**src/rtl/fpmult_pkg.sv**
```systemverilog
// Purpose: shared constants for the FP multiplier result path.
// Latency: n/a (package only).
// Backpressure: n/a (package only).
package fpmult_pkg;

  localparam int DWIDTH         = 32;  // sign + exponent + mantissa
  localparam int FLAGW          = 5;   // IEEE exception flags
  localparam int FPMULT_LATENCY = 5;   // operand issue -> product valid
  localparam int FIFO_DEPTH     = 8;

  // Exception flag bit positions inside a FLAGW-wide flag vector
  localparam int FLAG_INVALID   = 4;
  localparam int FLAG_OVERFLOW  = 3;
  localparam int FLAG_UNDERFLOW = 2;
  localparam int FLAG_DIVZERO   = 1;
  localparam int FLAG_INEXACT   = 0;

endpackage

```
**src/rtl/fpmult_result_buffer_if.sv**
```systemverilog
// Purpose: bundles the issue handshake, multiplier product bus, result
//          stream and status of fpmult_result_buffer.
// Latency: n/a (wiring only).  Backpressure: n/a (wiring only).
// master = upstream/consumer side, slave = the buffer itself.
interface fpmult_result_buffer_if #(
  parameter int DWIDTH = fpmult_pkg::DWIDTH,
  parameter int FLAGW  = fpmult_pkg::FLAGW,
  parameter int DEPTH  = fpmult_pkg::FIFO_DEPTH,
  parameter int AW     = $clog2(DEPTH)
);
  logic              in_valid;
  logic              in_ready;
  logic [DWIDTH-1:0] mult_result;
  logic [FLAGW-1:0]  mult_flags;
  logic              out_valid;
  logic              out_ready;
  logic [DWIDTH-1:0] out_data;
  logic [FLAGW-1:0]  out_flags;
  logic [FLAGW-1:0]  sticky_flags;
  logic              flags_clr;
  logic [AW:0]       count;
  logic              overflow_err;

  modport master (
    output in_valid, mult_result, mult_flags, out_ready, flags_clr,
    input  in_ready, out_valid, out_data, out_flags, sticky_flags, count, overflow_err
  );

  modport slave (
    input  in_valid, mult_result, mult_flags, out_ready, flags_clr,
    output in_ready, out_valid, out_data, out_flags, sticky_flags, count, overflow_err
  );
endinterface

```
**src/rtl/fpmult_sync_fifo.sv**
```systemverilog
// Purpose: generic single-clock FIFO with occupancy count.
// Latency: push visible at dout/empty the cycle after the write.
// Backpressure: push while full is ignored unless a pop frees the slot the same cycle.
// Ports: clk, rst (async active-low), push/din, pop/dout, count, full, empty.
module fpmult_sync_fifo #(
  parameter int WIDTH = 37,
  parameter int DEPTH = 8,
  parameter int AW    = $clog2(DEPTH)
) (
  input  logic             clk,
  input  logic             rst,
  input  logic             push,
  input  logic [WIDTH-1:0] din,
  input  logic             pop,
  output logic [WIDTH-1:0] dout,
  output logic [AW:0]      count,
  output logic             full,
  output logic             empty
);
  logic [WIDTH-1:0] mem [DEPTH];
  logic [AW-1:0]    wr_ptr, rd_ptr;
  logic             wr_en, rd_en;

  assign empty = (count == '0);
  assign full  = (count == (AW+1)'(DEPTH));
  // A pop in the same cycle frees the slot, so a full FIFO may still accept
  assign wr_en = push & (~full | pop);
  assign rd_en = pop & ~empty;
  assign dout  = mem[rd_ptr];

  always_ff @(posedge clk or negedge rst) begin
    if (!rst) begin
      wr_ptr <= '0;
      rd_ptr <= '0;
      count  <= '0;
    end else begin
      if (wr_en) wr_ptr <= wr_ptr + AW'(1);
      if (rd_en) rd_ptr <= rd_ptr + AW'(1);
      case ({wr_en, rd_en})
        2'b10:   count <= count + (AW+1)'(1);
        2'b01:   count <= count - (AW+1)'(1);
        default: count <= count;
      endcase
    end
  end

  always_ff @(posedge clk) begin
    if (wr_en) mem[wr_ptr] <= din;
  end
endmodule

```
**src/rtl/fpmult_result_buffer.sv**
```systemverilog
// Purpose: issues operands to a stall-free multiplier only when a FIFO slot is
//          guaranteed, captures each {result, flags} in order, keeps sticky flags.
// Latency: LATENCY+1 cycles from issue to out_valid through an empty buffer.
// Backpressure: in_ready drops when stored + in-flight results would reach DEPTH.
// Ports: clk, rst (async active-low), bus (slave modport of fpmult_result_buffer_if).
module fpmult_result_buffer #(
  parameter int DWIDTH  = fpmult_pkg::DWIDTH,
  parameter int FLAGW   = fpmult_pkg::FLAGW,
  parameter int LATENCY = fpmult_pkg::FPMULT_LATENCY,
  parameter int DEPTH   = fpmult_pkg::FIFO_DEPTH,
  parameter int AW      = $clog2(DEPTH)
) (
  input logic                    clk,
  input logic                    rst,
  fpmult_result_buffer_if.slave  bus
);
  import fpmult_pkg::*;

  // Wide enough for count (0..DEPTH) plus in-flight ops (0..LATENCY)
  localparam int CW = AW + 1 + $clog2(LATENCY + 1);

  logic [LATENCY-1:0]      vpipe;
  logic                    ready_en;
  logic                    issue, push, pop;
  logic [CW-1:0]           credit_used;
  logic [FLAGW-1:0]        push_flags;
  logic [DWIDTH+FLAGW-1:0] fifo_dout;
  logic [AW:0]             fifo_count;
  logic                    fifo_full, fifo_empty;

  // Credit uses registered state only: a pop this cycle frees credit next cycle
  assign credit_used  = CW'(fifo_count) + CW'($countones(vpipe));
  assign bus.in_ready = ready_en & (credit_used < CW'(DEPTH));
  assign issue        = bus.in_valid & bus.in_ready;
  assign push         = vpipe[LATENCY-1];
  assign pop          = bus.out_valid & bus.out_ready;
  assign push_flags   = push ? bus.mult_flags : '0;

  fpmult_sync_fifo #(
    .WIDTH (DWIDTH + FLAGW),
    .DEPTH (DEPTH),
    .AW    (AW)
  ) u_fifo (
    .clk   (clk),
    .rst   (rst),
    .push  (push),
    .din   ({bus.mult_flags, bus.mult_result}),
    .pop   (pop),
    .dout  (fifo_dout),
    .count (fifo_count),
    .full  (fifo_full),
    .empty (fifo_empty)
  );

  assign bus.out_valid = ~fifo_empty;
  assign bus.count     = fifo_count;
  // Head is gated so the result bus reads zero whenever nothing is stored
  assign bus.out_data  = fifo_empty ? '0 : fifo_dout[DWIDTH-1:0];
  assign bus.out_flags = fifo_empty ? '0 : fifo_dout[DWIDTH+FLAGW-1:DWIDTH];

  always_ff @(posedge clk or negedge rst) begin
    if (!rst) begin
      vpipe            <= '0;
      ready_en         <= 1'b0;
      bus.sticky_flags <= '0;
      bus.overflow_err <= 1'b0;
    end else begin
      // ready_en keeps in_ready low until the first edge after reset release
      ready_en <= 1'b1;
      vpipe    <= (vpipe << 1) | LATENCY'(issue);
      if (bus.flags_clr) bus.sticky_flags <= push_flags;
      else               bus.sticky_flags <= bus.sticky_flags | push_flags;
      // Unreachable under the credit scheme; flags a broken multiplier contract
      if (push & fifo_full & ~pop) bus.overflow_err <= 1'b1;
    end
  end
endmodule

```
**src/flat_wrapper.sv**
```systemverilog
// flat-port wrapper written by rule: the top's interface ports become plain ports
module fpmult_result_buffer_flat import fpmult_pkg::*;
#(
  parameter int DWIDTH  = fpmult_pkg::DWIDTH,
  parameter int FLAGW   = fpmult_pkg::FLAGW,
  parameter int LATENCY = fpmult_pkg::FPMULT_LATENCY,
  parameter int DEPTH   = fpmult_pkg::FIFO_DEPTH,
  parameter int AW      = $clog2(DEPTH)
)
  (clk, rst, bus_in_valid, bus_mult_result, bus_mult_flags, bus_out_ready, bus_flags_clr, bus_in_ready, bus_out_valid, bus_out_data, bus_out_flags, bus_sticky_flags, bus_count, bus_overflow_err);
  fpmult_result_buffer_if #(.DWIDTH(DWIDTH), .FLAGW(FLAGW), .DEPTH(DEPTH), .AW(AW)) bus_i ();
  input logic clk;
  input logic rst;
  input wire logic [$bits(bus_i.in_valid)-1:0] bus_in_valid;
  input wire logic [$bits(bus_i.mult_result)-1:0] bus_mult_result;
  input wire logic [$bits(bus_i.mult_flags)-1:0] bus_mult_flags;
  input wire logic [$bits(bus_i.out_ready)-1:0] bus_out_ready;
  input wire logic [$bits(bus_i.flags_clr)-1:0] bus_flags_clr;
  output wire logic [$bits(bus_i.in_ready)-1:0] bus_in_ready;
  output wire logic [$bits(bus_i.out_valid)-1:0] bus_out_valid;
  output wire logic [$bits(bus_i.out_data)-1:0] bus_out_data;
  output wire logic [$bits(bus_i.out_flags)-1:0] bus_out_flags;
  output wire logic [$bits(bus_i.sticky_flags)-1:0] bus_sticky_flags;
  output wire logic [$bits(bus_i.count)-1:0] bus_count;
  output wire logic [$bits(bus_i.overflow_err)-1:0] bus_overflow_err;
  assign bus_i.in_valid = bus_in_valid;
  assign bus_i.mult_result = bus_mult_result;
  assign bus_i.mult_flags = bus_mult_flags;
  assign bus_i.out_ready = bus_out_ready;
  assign bus_i.flags_clr = bus_flags_clr;
  assign bus_in_ready = bus_i.in_ready;
  assign bus_out_valid = bus_i.out_valid;
  assign bus_out_data = bus_i.out_data;
  assign bus_out_flags = bus_i.out_flags;
  assign bus_sticky_flags = bus_i.sticky_flags;
  assign bus_count = bus_i.count;
  assign bus_overflow_err = bus_i.overflow_err;
  fpmult_result_buffer #(.DWIDTH(DWIDTH), .FLAGW(FLAGW), .LATENCY(LATENCY), .DEPTH(DEPTH), .AW(AW)) u_core (.clk(clk), .rst(rst), .bus(bus_i));
endmodule
```
**config.mk**
```make
export PLATFORM = sky130hd
export DESIGN_NAME = fpmult_result_buffer_flat
export DESIGN_NICKNAME = d
export VERILOG_FILES = /design/src/rtl/fpmult_pkg.sv /design/src/rtl/fpmult_result_buffer_if.sv /design/src/rtl/fpmult_sync_fifo.sv /design/src/rtl/fpmult_result_buffer.sv /design/src/flat_wrapper.sv
export SDC_FILE = /design/constraint.sdc
export NUM_CORES = 1
export LEC_CHECK = 0
export BUFFER_PORTS_ARGS = -buffer_cell sky130_fd_sc_hd__buf_4
export CAP_MARGIN = 5
export CORE_MARGIN = 2
export CORE_UTILIZATION = 53
export DETAILED_ROUTE_END_ITERATION = 8
export PLACE_DENSITY = 0.74
export RECOVER_POWER = 25
export SLEW_MARGIN = 20
export SYNTH_ARGS = -nofsm -noshare
export SYNTH_HDL_FRONTEND = slang
export SYNTH_SLANG_ARGS = --single-unit
```
**constraint.sdc**
```tcl
create_clock -name clk -period 4.9 [get_ports clk]
set_input_delay 0.735 -clock clk [delete_from_list [all_inputs] [get_ports clk]]
set_output_delay 0.735 -clock clk [all_outputs]
set_load 0.05 [all_outputs]
```
==> results.json, run 1 <==
{
  "ctsResizeCount": 0,
  "area_growth_pct": 16.16,
  "grt-ovfl-total": 0,
  "p_clk_share_pct": 24.4,
  "ys_ff_latch": 318,
  "n_fill_cell": 1554,
  "hold_path_class": "reg2reg",
  "ys_warn_count": 0,
  "synthArstFlopShare_pct": 6.918,
  "switching_power_mw": 3.281,
  "design_area_um2": 14350,
  "p_per_area_nw_per_um2": 627.2,
  "vias": 5795,
  "ant_nets": 0,
  "drive_above_1_share_pct": 30.21,
  "slew_headroom_pct": 17.95,
  "p_seq_share_pct": 40.0,
  "num_rows": 55,
  "grt_use_total_pct": 19.69,
  "dominantRegCellSynth": "edfxtp_1",
  "grt_max_degree": 77,
  "htree_levels": 1,
  "first_global_vias": 6137,
  "cp-end-kind": "output port",
  "yosys.area.top_type": "edfxtp_1",
  "syn_avg_cell_area_um2": 21.45,
  "synth_area_um2": 12350,
  "switching_share_pct": 36.45,
  "worst_slew_pin_slew_ps": 1231,
  "power.leakage_nw": 4.878,
  "dieHeight_um": 156.7,
  "drcViolationCount": 0,
  "fmax_mhz": 267.6,
  "synthesis.nets": 629,
  "clk_pin_slew_ps": 60,
  "postCtsSetupRepairBufs": 0,
  "slowest_stage": "dfrtp_4",
  "power.internal_mw": 5.720,
  "grt_pass1_wl_um": 35750,
  "die_w_um": 156.7,
  "cts_root_buf": "clkbuf_16",
  "synth_cells": 576,
  "antenna_found_initial": 1,
  "synth_enable_flop_cells": 296,
  "first_iter_violations": 434,
  "viasPerCell": 5.632,
  "max-clock-path-buffers": 3,
  "start_util_pct": 54.24,
  "cts_buffers": 31,
  "hold_violations": 0,
  "synthDistinctLibCells": 34,
  "p_comb_share_pct": 35.6,
  "yosysTopAreaCellShare_pct": 71.95,
  "run_status": "finished clean",
  "hold_buffers": 0,
  "dr.pass1.iters": 4,
  "max-vdd-ir-drop_uv": 505.0,
  "critical_path.cell_chain": "buf_12, mux4_2, mux2i_1, nor2_1, buf_4",
  "pin_count": 91,
  "dpl-instance-area_um2": 13500,
  "gp_congestion": 0.7348,
  "wire_per_inst_um": 22.76,
  "setup_tns_ps": 0,
  "finalCriticalPeriod_ps": 3737,
  "die-area_um2": 24550,
  "clk_latency_ps": 550,
  "rsz0062_at_grt": "false",
  "cp.required_ps": 4160,
  "cp-start-kind": "flop",
  "ys_seq_area_share_pct": 76.40,
  "wl_um": 23420,
  "fin_worst_skew_ps": 15.09,
  "cts_tree": "built",
  "io_buffers": 90,
  "synthTopCellsByArea": "edfxtp_1, mux4_2, dfrtp_1",
  "cp_max_fo": 39,
  "final_nets": 743,
  "numClockSinks": 318,
  "path_class": "reg2out",
  "arrival_ps": 3000,
  "fin_crit_sh_pct": 76.26,
  "max_stage_delay_ps": 960,
  "slew_violations": 0,
  "setup_violations": 0,
  "core-area_um2": 22780,
  "drv_cap": 0,
  "hpwlAfterDp_um": 13340
}
## final cells by class
| cell class | instances | area [um2] | share of cell area (%) |
|---|---|---|---|
| flip-flops and latches | 318 | 9448 | 65.83 |
| multi-input cells | 215 | 2749 | 19.15 |
| clock buffers | 37 | 798.3 | 5.562 |
| clock inverters | 21 | 147.6 | 1.029 |
| repair buffers | 107 | 750.7 | 5.231 |
| diodes | 1 | 2.502 | 0.01744 |
| well taps | 313 | 391.6 | 2.729 |
| inverters | 17 | 63.81 | 0.4446 |
## sequential cells by signal (all words and copies together) (netlist names)
register / flops
u_core.ready_en: 1
u_core.u_fifo.mem: 296
u_core.bus.overflow_err: 1
u_core.u_fifo.count: 4
u_core.bus.sticky_flags: 5
u_core.u_fifo.wr_ptr: 3
u_core.vpipe: 5
u_core.u_fifo.rd_ptr: 3
## placed cells by master (no fill, tap or decap), types with 6 or more instances in the layout
master / n
mux4_2: 74
xor2_1: 7
ha_1: 9
inv_1: 15
nand2_1: 11
edfxtp_1: 296
mux2i_1: 37
clkinv_1: 11
buf_4: 78
clkinv_2: 6
clkbuf_1: 31
dfrtp_1: 19
clkbuf_16: 31
nor2_1: 40
## logic make-up after synthesis
group	after synthesis	share of synthesized area, %
AOI/OAI and AO/OA	12	0.6178
xor gates and xnor gates	10	0.7090
adders and majority gates	11	1.236
buffers and inverters	43	1.884
DFF	318	76.40
muxes	114	16.76
other	1	0.03035
and+or+nand+nor	67	2.360
## cells in the mapped netlist (4+ instances only)
library cell    n
mux4_2         74
nand2_1        11
inv_1          15
dfrtp_1        22
buf_2          15
edfxtp_1      296
mux2i_1        37
nor2_1         43
clkbuf_1        4
ha_1            9
o21ai_0         5
buf_6           4
xor2_1          7
nor3_1          4
## stage by stage
| step | std cells | worst slack (ps) | utilization, % | total power, mW | hold WS, ps |
|---|---|---|---|---|---|
| after floorplan | 576 | 433.1 | - | 5.972 | 357.4 |
| after global placement | 969 | 1752 | 59.20 | 6.836 | 369.2 |
| after detailed placement | 970 | 1664 | 59.25 | 6.913 | 371.6 |
| after CTS | 1028 | 1060 | 63.41 | 9.110 | 57.41 |
| after global routing | 1028 | 969.0 | 62.99 | 9.379 | 383.6 |
| final | 1029 | 1163 | 63.00 | 9.000 | 384.5 |
## path summary, 6_finish.rpt
check                                   startpoint                         end  slack (ps)  depth (start not counted)
setup / recovery           u_core.u_fifo.rd_ptr[0]            bus_out_data[31]        1160                          5
hold / removal                     u_core.vpipe[0]             u_core.vpipe[1]         380                          0
setup reg to reg            u_core.u_fifo.count[2]      u_core.u_fifo.count[2]        1930                         10
hold reg to reg                    u_core.vpipe[0]             u_core.vpipe[1]         380                          0
max in group asynchronous                      rst     u_core.u_fifo.rd_ptr[1]        3590                          1
min in group asynchronous                      rst  u_core.bus.sticky_flags[3]         420                          1
## power by group through the flow
stage	logic, mW	clock network (mW)	registers, mW
after floorplan	2.55	0	3.42
after detailed placement	3.24	0	3.67
final	3.20	2.20	3.60
after CTS	3.25	2.24	3.62
after global placement	3.20	0	3.64
after global routing	3.39	2.34	3.65
## routing by layer
metal | global-route usage [%] | vias up | share of wire (%)
met5 | 0 | - | 0
met4 | 4.587 | 0 | 1.7
met3 | 3.129 | 31 | 3.9
met2 | 34.45 | 131 | 53
met1 | 26.34 | 3080 | 42
li1 | - | 2553 | -
## worst max-delay path: cells and delay by family (launching register included)
kind,cells,cell delay [ps]
buffers and inverters,2,610
flip-flops,1,960
multiplexers,2,740
AND/OR/NAND/NOR,1,90
Power figures use the tool's default switching activity.
==> inputs of run 2 (changes only) <==
Clock period 4.9 ns to 3.1 ns, I/O delays scaled along.
==> run 2 against run 1 <==
Design area rose by 0.57%. Wire length fell by 3.3%. Flip-flop and latch count did not move. Count of clock-buffer cells in the layout did not move. Total power rose by 58%. Worst setup slack got worse by 1000 ps. Die area did not move. Clock power rose by 56%. Clock skew fell by 1.5 ps. Sequential share of layout area fell by 0.36 points. Critical path type unchanged. Highest routed layer is now met5. Register-to-register slack got worse by 1400 ps.
==> results.json, run 2 (same netlist as run 1, synthesis figures left out) <==
{
  "run_status": "finished clean",
  "dieHeight_um": 156.7,
  "critical_path.cell_chain": "inv_1, fa_1, inv_1, ha_1, nand2_1, o21bai_1, a21oi_2, buf_4",
  "pin_count": 91,
  "drive_above_1_share_pct": 31.90,
  "rsz0062_at_grt": "false",
  "arrival_ps": 2490,
  "max-vdd-ir-drop_uv": 651.7,
  "first_global_vias": 6103,
  "top_register": "u_core.u_fifo.mem",
  "gp_congestion": 0.7673,
  "core-area_um2": 22780,
  "start_util_pct": 54.24,
  "cts_root_buf": "clkbuf_16",
  "cp.required_ps": 2630,
  "cp-start-kind": "flop",
  "reg_top3": "u_core.u_fifo.mem (296), u_core.bus.sticky_flags (5), u_core.vpipe (5)",
  "htree_levels": 1,
  "cts_tree": "built",
  "ant_nets": 0,
  "die-area_um2": 24550,
  "die_w_um": 156.7,
  "dr.pass1.iters": 4,
  "fin_crit_sh_pct": 95.30,
  "drv_cap": 0,
  "finalCriticalPeriod_ps": 2954,
  "p_per_area_nw_per_um2": 987.0,
  "clk_pin_slew_ps": 60,
  "switching_share_pct": 36.46,
  "grt_max_degree": 39,
  "p_seq_share_pct": 37.7,
  "power.internal_mw": 9.052,
  "grt_pass1_wl_um": 35480,
  "fmax_mhz": 338.5,
  "slew_violations": 0,
  "vias": 5710,
  "setup_tns_ps": 0,
  "p_comb_share_pct": 38.1,
  "hpwlAfterDp_um": 13130,
  "max-clock-path-buffers": 3,
  "p_clk_share_pct": 24.1,
  "first_iter_violations": 437,
  "drcViolationCount": 0,
  "cts_buffers": 30,
  "antennaDiodeCount": 0,
  "viasPerCell": 5.522,
  "area_growth_pct": 16.82,
  "wl_um": 22650,
  "grt_use_total_pct": 19.32,
  "cp_common_cell": "inv_1",
  "numClockSinks": 318,
  "path_class": "reg2out",
  "antenna_found_initial": 1,
  "fin_worst_skew_ps": 13.58,
  "whs_ps": 134.7,
  "setup_violations": 0,
  "hold_violations": 0,
  "switching_power_mw": 5.193,
  "regToRegSetupSlack_ps": 520,
  "cp-end-kind": "output port",
  "max_stage_delay_ps": 530,
  "final_nets": 750,
  "clk_latency_ps": 560,
  "hold_path_class": "in2reg",
  "slew_headroom_pct": 60.08,
  "wire_per_inst_um": 21.91,
  "cp_max_fo": 9,
  "power.leakage_nw": 4.944,
  "p_total_mw": 14.25,
  "grt-ovfl-total": 0,
  "largest_register_ffs": 296,
  "slowest_stage": "fa_1",
  "num_rows": 55,
  "layout_common_cells": "edfxtp_1, buf_4, mux4_2, nor2_1, mux2i_1",
  "final_common_cell": "edfxtp_1",
  "worst_slew_pin_slew_ps": 594.4,
  "io_buffers": 90
}
-- run 2: changes by cell type in the layout (fill, tap and decap cells not counted), moves of 4 or more --
cell	previous run	this run
buf_4	78	84
clkinv_1	11	6
clkinv_2	6	11
clkbuf_8	0	4
nor3_2	5	1
nor3_4	0	4
-- run 2: area by class of cell --
cell class | count | area (um2)
clock inverter | 19 | 123.9
inverter | 17 | 63.81
sequential | 318 | 9449
timing repair buffer | 115 | 809.5
clock buffer | 37 | 817.0
fill | 1536 | 8346
tap | 313 | 391.6
multi-input combinational | 215 | 2778
-- run 2: final timing paths --
path	start	endpoint	cells after the start
setup / recovery	u_core.u_fifo.count[1]	bus_in_ready	8
hold / removal	bus_flags_clr	u_core.bus.sticky_flags[3]	2
setup reg to reg	u_core.u_fifo.count[2]	u_core.u_fifo.count[2]	10
hold reg to reg	u_core.vpipe[0]	u_core.vpipe[1]	0
max in group asynchronous	rst	u_core.u_fifo.rd_ptr[2]	2
min in group asynchronous	rst	u_core.u_fifo.count[2]	2
-- run 2: timing repair --
action                                  4_1_cts  5_1_grt
hold buffers                                  1        0
buffers inserted                              0        0
gates resized for setup                       0        2
endpoints found under the setup margin        0        5
endpoints found under the hold margin        22        0
-- run 2: power groups by stage --
stage	clock network, mW	registers, mW	logic [mW]
3_5_place_dp	0	5.46	5.53
4_1_cts	3.50	5.37	5.54
6_report	3.44	5.37	5.43
3_3_place_gp	0	5.43	5.47
2_1_floorplan	0	5.41	4.05
5_1_grt	3.67	5.42	5.79
-- run 2: metal layers --
metal,part of all wire (%),vias to the layer above,global-route usage [%]
met3,6.6,35,3.351
met4,1.6,2,4.849
li1,-,2553,-
met2,51,174,32.01
met1,41,2946,27.19
met5,0.049,-,0
-- run 2: critical path: cells and delay by family (launching register included) --
kind	cells	cell delay (ps)
buffers and inverters	3	350
AO/OA/AOI/OAI	2	230
adder cells (fa/ha/maj)	2	810
flip-flops	1	480
AND/OR/NAND/NOR	1	70
-- run 2: per-stage QoR --
stage | utilization [%] | worst slack, ps | std cells | instance area, um2
final | 63.36 | 145.8 | 1034 | 14430
after global routing | 63.36 | 16.88 | 1034 | 14430
after CTS | 63.77 | 16.95 | 1034 | 14530
after detailed placement | 59.59 | 544.8 | 977 | 13570
after global placement | 59.59 | 632.9 | 977 | 13570
after floorplan | - | -373.7 | 576 | 12390
